File: config.mk
export PLATFORM = sky130hd
export DESIGN_NAME = median_frame_ctrl
export DESIGN_NICKNAME = d
export VERILOG_FILES = /design/src/rtl/median_pkg.sv /design/src/rtl/median_raster_cnt.sv /design/src/rtl/median_frame_ctrl.sv
export SDC_FILE = /design/constraint.sdc
export NUM_CORES = 1
export LEC_CHECK = 0
export CAP_MARGIN = 10
export CORE_MARGIN = 2
export CORE_UTILIZATION = 30
export CTS_CLUSTER_SIZE = 14
export DETAILED_ROUTE_END_ITERATION = 8
export HOLD_SLACK_MARGIN = 0.06
export PLACE_DENSITY_LB_ADDON = 0.2
export SYNTH_ARGS = -nofsm -noshare
export SYNTH_HDL_FRONTEND = slang
export SYNTH_HIERARCHICAL = 1
export SYNTH_SLANG_ARGS = --single-unit
File: constraint.sdc
create_clock -name clk -period 12.9 [get_ports clk]
set_input_delay 3.87 -clock clk [delete_from_list [all_inputs] [get_ports clk]]
set_output_delay 3.87 -clock clk [all_outputs]
set_load 0.01 [all_outputs]
File: src/rtl/median_pkg.sv
// Shared types for the streaming median filter frame controller.
package median_pkg;

  typedef struct packed {
    logic [7:0] red;
    logic [7:0] green;
    logic [7:0] blue;
  } pixel_t;

  typedef enum logic [1:0] {
    ST_IDLE,
    ST_RUN,
    ST_DRAIN
  } ctrl_state_t;

  function automatic int pad_of(input int window_size);
    return window_size / 2;
  endfunction

endpackage

File: src/rtl/median_raster_cnt.sv
// Raster scan counter over the zero-padded grid, with interior / window-valid /
// last-position flags.
module median_raster_cnt #(
  parameter int CNT_W = 12,
  parameter int PAD   = 1
) (
  input  logic             clk,
  input  logic             rst,
  input  logic             clr,
  input  logic             en,
  input  logic [CNT_W-1:0] width,
  input  logic [CNT_W-1:0] height,
  output logic             interior,
  output logic             win_valid,
  output logic             in_last,
  output logic             grid_last
);

  localparam int XW = CNT_W + 1;

  logic [XW-1:0] ex, ey;
  logic [XW-1:0] x_hi, y_hi, ex_max, ey_max;

  // x_hi / y_hi are the first right / bottom padding coordinates
  assign x_hi   = XW'(width) + XW'(PAD);
  assign y_hi   = XW'(height) + XW'(PAD);
  assign ex_max = x_hi + XW'(PAD) - XW'(1);
  assign ey_max = y_hi + XW'(PAD) - XW'(1);

  assign interior  = (ex >= XW'(PAD)) && (ex < x_hi) && (ey >= XW'(PAD)) && (ey < y_hi);
  assign win_valid = (ex >= XW'(2 * PAD)) && (ey >= XW'(2 * PAD));
  assign in_last   = (ex == x_hi - XW'(1)) && (ey == y_hi - XW'(1));
  assign grid_last = (ex == ex_max) && (ey == ey_max);

  always_ff @(posedge clk) begin
    if (rst || clr) begin
      ex <= '0;
      ey <= '0;
    end else if (en) begin
      if (ex == ex_max) begin
        ex <= '0;
        ey <= (ey == ey_max) ? '0 : ey + XW'(1);
      end else begin
        ex <= ex + XW'(1);
      end
    end
  end

endmodule

File: src/rtl/median_frame_ctrl.sv
// Frame sequencer for the median filter datapath: padding insertion, latency
// tracking, output backpressure and frame error reporting.
module median_frame_ctrl
  import median_pkg::*;
#(
  parameter int WINDOW_SIZE = 3,
  parameter int CNT_W       = 12,
  parameter int MAX_DIM     = 4095,
  parameter int DP_LAT      = 4
) (
  input  logic             clk,
  input  logic             rst,
  input  logic             start,
  input  logic [CNT_W-1:0] cfg_width,
  input  logic [CNT_W-1:0] cfg_height,
  output logic             busy,
  output logic             done,
  output logic             err_cfg,
  output logic             err_frame,
  input  logic             s_valid,
  output logic             s_ready,
  input  logic [23:0]      s_pixel,
  input  logic             s_last,
  output logic             dp_en,
  output logic [23:0]      dp_pixel,
  input  logic [23:0]      dp_median,
  output logic             m_valid,
  input  logic             m_ready,
  output logic [23:0]      m_pixel
);

  localparam int PAD = pad_of(WINDOW_SIZE);
  localparam int OW  = 2 * CNT_W;

  ctrl_state_t      state;
  logic [CNT_W-1:0] w_q, h_q;
  logic [OW-1:0]    out_cnt, total;
  logic [DP_LAT-1:0] vld_pipe;
  logic             interior, win_valid, in_last, grid_last;
  logic             run, drain, stall, adv, fire, out_last, accept_start;
  pixel_t           pix_in;

  function automatic logic dim_ok(input logic [CNT_W-1:0] d);
    return (d >= CNT_W'(WINDOW_SIZE)) && (d <= CNT_W'(MAX_DIM));
  endfunction

  assign run          = (state == ST_RUN);
  assign drain        = (state == ST_DRAIN);
  assign accept_start = start && (state == ST_IDLE) && dim_ok(cfg_width) && dim_ok(cfg_height);

  assign m_valid = vld_pipe[DP_LAT-1];
  assign m_pixel = dp_median;
  assign stall   = m_valid & ~m_ready;
  assign fire    = m_valid & m_ready;

  // Border positions advance on their own; interior ones wait for input data
  assign adv      = run & (~interior | s_valid) & ~stall;
  assign s_ready  = adv & interior;
  assign dp_en    = adv | (drain & ~stall);
  assign pix_in   = s_pixel;
  assign dp_pixel = (run && interior) ? pix_in : '0;

  assign total    = OW'(w_q) * OW'(h_q);
  assign out_last = (out_cnt == total - OW'(1));

  median_raster_cnt #(
    .CNT_W (CNT_W),
    .PAD   (PAD)
  ) u_raster (
    .clk       (clk),
    .rst       (rst),
    .clr       (accept_start),
    .en        (adv),
    .width     (w_q),
    .height    (h_q),
    .interior  (interior),
    .win_valid (win_valid),
    .in_last   (in_last),
    .grid_last (grid_last)
  );

  always_ff @(posedge clk) begin
    if (accept_start) begin
      w_q <= cfg_width;
      h_q <= cfg_height;
    end
  end

  always_ff @(posedge clk) begin
    if (rst) begin
      state     <= ST_IDLE;
      busy      <= 1'b0;
      done      <= 1'b0;
      err_cfg   <= 1'b0;
      err_frame <= 1'b0;
      vld_pipe  <= '0;
      out_cnt   <= '0;
    end else begin
      done    <= 1'b0;
      err_cfg <= 1'b0;
      // Window-valid bits track the datapath, so they advance only with dp_en
      if (dp_en) vld_pipe <= {vld_pipe[DP_LAT-2:0], run & win_valid};
      if (fire) out_cnt <= out_cnt + OW'(1);
      case (state)
        ST_IDLE: begin
          if (start) begin
            if (accept_start) begin
              state     <= ST_RUN;
              busy      <= 1'b1;
              err_frame <= 1'b0;
              out_cnt   <= '0;
            end else begin
              err_cfg <= 1'b1;
            end
          end
        end
        ST_RUN: begin
          if (s_ready && (s_last != in_last)) err_frame <= 1'b1;
          if (adv && grid_last) state <= ST_DRAIN;
        end
        ST_DRAIN: begin
          if (fire && out_last) begin
            state <= ST_IDLE;
            busy  <= 1'b0;
            done  <= 1'b1;
          end
        end
        default: state <= ST_IDLE;
      endcase
    end
  end

endmodule

# --- Word level (Yosys, flattened, before mapping) ---
# Cells that the tools add are included.
# Widths: inputs -> output; s select.
totals:
  regBits: 84
  latch_bits: 0
  ram_bits: 0
  romBits: 0
  inputBits: 78
  output_inout_bits: 55
  wordCells: 109
  mem_count: 0
op_classes:
  add_sub_neg: 12
  n_mul: 1
  div_mod_pow: 0
  order_cmp: 10
  eq_ne: 13
  shift: 0
  muxes: 22
  bitwise_logic: 15
  n_reduce_logical: 25
ops:
  columns: ["cell", "n"]
  rows:
  - ["$mux 24", 5]
  - ["$add 13x1->13 const B", 4]
  - ["$eq 13x13->1", 4]
  - ["$sub 13x1->13 const B", 4]
  - ["$add 12x1->13 const B", 2]
  - ["$ge 13x1->1 const B", 2]
  - ["$ge 13x2->1 const B", 2]
  - ["$lt 13x13->1", 2]
  - ["$mux 13", 2]
  - ["$add 24x1->24 const B", 1]
  - ["$eq 24x24->1", 1]
  - ["$ge 12x2->1 const B", 2]
  - ["$le 12x12->1 const B", 2]
  - ["$mul 12x12->24", 1]
  - ["$sub 24x1->24 const B", 1]
  - ["$logic_and 1x1->1", 15]
  - ["$reduce_and 4->1", 3]
  - ["$mux 1", 8]
  - ["$mux 2", 4]
  - ["$ne 2x1->1 const B", 4]
  - ["$and 1x1->1", 7]
  - ["$not 1->1", 6]
  - ["$pmux 2 s3", 1]
  - ["$pmux 1 s2", 2]
  - ["11 further kinds", 13]

# --- Logic depth before layout (Yosys ltp) ---
depth:
  depth_word: 13
  ltp_mapped: 21
  ltp_nobuf: 19

# --- Cells and area by module ---
# The synthesis kept the hierarchy.
by_module_without_submodules:
  columns: ["mod", "n_inst", "cells_per_inst", "area_each_um2", "seq_area_each_um2"]
  rows:
  - ["median_frame_ctrl", 1, 977, 8393.0, 1401.3]
  - ["median_raster_cnt", 1, 427, 3239.4, 520.5]

# --- Least setup slack after synthesis ---
# No wires, ideal clock.
synth_timing:
  kind: "input to output"
  from: "input port m_ready"
  to: "output port dp_en"
  t_arrival_ps: 4844
  required_time_ps: 9030
  path_slack_ps: 4186
  stages: 5
  n_path_buf: 0
  cell_sequence: "or2b_1 nand2_1 a21oi_1 a31oi_1 inv_1"
synth_via:
  elab_chain_cells: 5
  word_cells_on_any_way: 6
  classes_between: "bitwise (6)"
synth_lines:
  columns: ["element", "line", "rtl"]
  rows:
  - ["start, declared", "median_frame_ctrl.sv:28", "input logic m_ready,"]
  - ["$not 1->1", "median_frame_ctrl.sv:53", "assign stall = m_valid & ~m_ready;"]
  - ["$and 1x1->1", "median_frame_ctrl.sv:53", null]
  - ["$not 1->1", "median_frame_ctrl.sv:57", "assign adv = run & (~interior | s_valid) & ~stall;"]
  - ["$and 1x1->1", "median_frame_ctrl.sv:57", null]
  - ["net adv", "median_frame_ctrl.sv:40", "logic run, drain, stall, adv, fire, out_last, accept_start;"]
  - ["$or 1x1->1", "median_frame_ctrl.sv:59", "assign dp_en = adv | (drain & ~stall);"]
  - ["end, declared", "median_frame_ctrl.sv:24", "output logic dp_en,"]
# The timed path passes the listed nets, and every way through them passes these cells.

# --- Final worst setup path ---
layout_timing:
  from: "register h_q[1]"
  to: "output port dp_en"
layout_via:
  elab_chain_cells: 8
layout_lines:
  columns: ["element", "line", "rtl"]
  rows:
  - ["start, declared", "median_frame_ctrl.sv:36", "logic [CNT_W-1:0] w_q, h_q;"]
  - ["start signal, assigned", "median_frame_ctrl.sv:85", "h_q <= cfg_height;"]
  - ["$add 12x1->13", "median_raster_cnt.sv:26", "assign y_hi = XW'(height) + XW'(PAD);"]
  - ["$lt 13x13->1", "median_raster_cnt.sv:30", "assign interior = (ex >= XW'(PAD)) && (ex < x_hi) && (ey >= XW'(PAD)) && (ey < y_hi);"]
  - ["$logic_and 1x1->1", "median_raster_cnt.sv:30", null]
  - ["net interior", "median_frame_ctrl.sv:39", "logic interior, win_valid, in_last, grid_last;"]
  - ["$not 1->1", "median_frame_ctrl.sv:57", null]
  - ["$or 1x1->1", "median_frame_ctrl.sv:57", null]
  - ["$and 1x1->1 (2 in series)", "median_frame_ctrl.sv:57", null]
  - ["net adv", "median_frame_ctrl.sv:40", null]
  - ["$or 1x1->1", "median_frame_ctrl.sv:59", null]
# The timed path passes the listed nets, and every way through them passes these cells.

==> flow_summary.json <==
{
  "status": "finished, final reports clean",
  "hp-class": "reg -> reg",
  "synth_cells": 1404,
  "avgRoutedWirePerCell_um": 17.5,
  "die_height_um": 201,
  "min_period_ns": 9.82,
  "coreArea_sq_mm": 0.0385,
  "fin_tns_setup_ns": 0,
  "timing.rr.start": "h_q[3]",
  "cpPeakStageDelay_ns": 0.85,
  "ff2ff_path_depth": 18,
  "critical_path_class": "reg -> out",
  "die_area_sq_mm": 0.0404,
  "instances_no_fill": 1943,
  "ys_ff_latch": 84,
  "cts_resized": 0,
  "fin_skew_ns": 0.00829,
  "path_cells": "ha_1, nand2_2, nor3_1, xnor2_1, ha_1, and4_1, a21oi_1, o211ai_1, maj3_1, a41oi_1, o31a_1, a21oi_1, a31oi_1, inv_1, clkdlybuf4s50_1",
  "root_buffer": "clkbuf_16",
  "leakagePower_nw": 5.43,
  "hold_buffers": 0,
  "holdPathEnd": "vld_pipe[0]",
  "synthTopCellsByArea": "fa_1 (19%), ha_1 (11%), dfxtp_1 (10%)",
  "synth.top_cell.area_share_pct": 18.6,
  "postCtsSetupBuffers": 0,
  "crit_path_start": "h_q[1]",
  "power.density_mw_per_mm2": 268,
  "multi_input_area_sq_mm": 0.00875,
  "yosysSeqAreaShare_pct": 16.5,
  "clock_path_buffers": 2,
  "regToRegEndpoint": "busy",
  "slew_violations": 0,
  "synth_edf_count": 24,
  "post-synth-top-area-cell": "fa_1",
  "cts.sinks": 84,
  "tritoncts": "yes",
  "hold_path_depth": 2,
  "worst_setup_path_start_kind": "flop",
  "critical_path.endpoint_type": "output pin",
  "grt_first_pass_wirelength_um": 55400,
  "final.period_utilization_pct": 76.2,
  "diodes": 0,
  "die_x_um": 201,
  "start_util_pct": 30.2,
  "synth_nets": 1695,
  "cp_data_required_time_ns": 9.03,
  "area_delta_synth_final_pct": 12.3,
  "cp.arrival_ns": 5.95,
  "first_pass_iters": 5,
  "worst-r2r-setup-slack_ns": 5.63,
  "setup-violations-final": 0,
  "dp_hpwl_um": 27000,
  "cpMaxStageDelayCell": "edfxtp_1",
  "gp_congestion": 0.892,
  "ys_types": 78,
  "drcViolationCount": 0,
  "drt-vias-per-instance": 5.09,
  "htreeDepth": 3,
  "hold_slack_ns": 0.462,
  "hold_path.startpoint": "vld_pipe[0]",
  "grt_overflow": 0,
  "fill_cells": 4079,
  "ant_nets": 0,
  "ys_warn_count": 6,
  "ys.flop_type": "dfxtp_1",
  "vias": 9891,
  "drt_wl_total_um": 34100,
  "synth_area_sq_mm": 0.0116,
  "rsz0062_at_grt": "false",
  "final_cell_mix": "nand2_1 (200), inv_1 (135), fa_1 (108), ha_1 (105), nor2_1 (94)",
  "drive_above_1_share_pct": 3.30,
  "fin_util_pct": 33.9,
  "cts_buffers": 9,
  "first_iter_violations": 517,
  "rows": 72,
  "hold_violations": 0,
  "slew_headroom_pct": 34.5,
  "antenna_found_initial": 0,
  "max-vdd-ir-drop_v": 0.000229,
  "worst_pin_slew_ns": 0.983,
  "async_reset_ff_share_pct": 0,
  "final_common_cell": "nand2_1",
  "track_usage_pct": 17.1,
  "fmax_mhz": 102,
  "first_global_vias": 9903,
  "syn_avg_cell_area_sq_um": 8.29,
  "final-seq-area_sq_mm": 0.00192,
  "critPathMaxFanout": 27,
  "clock_latency_ns": 0.36,
  "grt_start_max_net_pins": 28,
  "io-pin-count": 133,
  "drv_cap": 0,
  "portBuffers": 84,
  "dp.cells": 1927,
  "fin_nets": 1711,
  "path_clk_slew_ns": 0.07
}
-- cells by family (layout without fill, tap and decap cells) --
| group | after synthesis | after routing | share of synthesized area, % |
|---|---|---|---|
| buffers and inverters | 223 | 244 | 8.22 |
| adders and majority gates | 214 | 214 | 30.0 |
| DFF | 84 | 84 | 16.5 |
| AOI/OAI and AO/OA | 186 | 186 | 10.5 |
| xor gates and xnor gates | 132 | 132 | 10.1 |
| and+or+nand+nor | 552 | 552 | 23.6 |
| muxes | 13 | 13 | 1.15 |
-- state kept, by name, indices dropped and copies added (netlist names) --
register and cells:
out_cnt 24, u_raster/ex 13, u_raster/ey 13, h_q 12
w_q 12, vld_pipe 4, state 2, busy 1
done 1, err_cfg 1, err_frame 1
-- area by class of cell --
class | count | share of cell area (%)
multi-input combinational | 1097 | 67.0
sequential | 84 | 14.7
timing repair buffer | 93 | 6.96
clock buffer | 9 | 1.72
clock inverter | 7 | 0.719
tap | 518 | 4.96
inverter | 135 | 3.88
-- where the power goes --
group	internal (W)	switching, W
clock	0.000156	0.000130
combinational	0.00108	0.00183
sequential	0.000278	0.0000255
-- metal layers --
metal	GRT usage [%]	vias up	wire [um]
li1	-	4749	-
met1	24.9	4867	16600
met2	26.7	243	15400
met3	2.58	32	1570
met4	3.97	0	478
met5	0	-	0
-- critical path: cells and delay by family, from the launching register on --
family / cells / cell delay [ns]
adders and majority gates: 3 / 1.14
AOI/OAI and AO/OA: 6 / 1.94
xor gates and xnor gates: 1 / 0.29
buffers and inverters: 2 / 0.62
and+or+nand+nor: 3 / 0.74
DFF: 1 / 0.85
-- how the worst max path moves through the flow --
stage	end	slack [ns]	cells past startpoint
global placement	dp_en	3.10	7
CTS	dp_en	3.12	7
detailed placement	dp_en	3.11	7
global route	dp_en	2.54	15
finish	dp_en	3.08	15
floorplan	dp_en	4.19	5
-- per-stage QoR --
step / instance area (sq um) / worst slack, ns / total power (W)
2_1_floorplan: 11600 / 4.19 / 0.00239
3_3_place_gp: 12700 / 3.10 / 0.00317
3_5_place_dp: 12700 / 3.11 / 0.00315
4_1_cts: 13100 / 3.12 / 0.00346
5_1_grt: 13100 / 2.54 / 0.00380
6_report: 13100 / 3.08 / 0.00349
-- Yosys cell counts, types with 4 or more instances --
master    number
nor2_1        94
o21ai_0       41
inv_1        135
o211ai_1       9
nand3_1       38
buf_2          5
clkbuf_1      56
or3_1          9
dfxtp_1       60
nor4_1        18
fa_1         108
ha_1         105
or2_2          5
and2_1        38
and4_1         4
a31oi_1        8
nand2b_1       5
a21boi_0       6
edfxtp_1      24
or4_1          6
a22oi_1        4
mux2i_1       10
nor2b_1        4
nor3b_1        6
o21a_1        10
a211oi_1       5
nand2_1      200
nor3_1        23
a21oi_1       53
buf_4         24
xnor2_1       64
xor2_1        67
a221oi_1       4
a21o_1         7
and3_1        47
nand4_1       33
No activity file was read; power rests on OpenSTA's default activity.
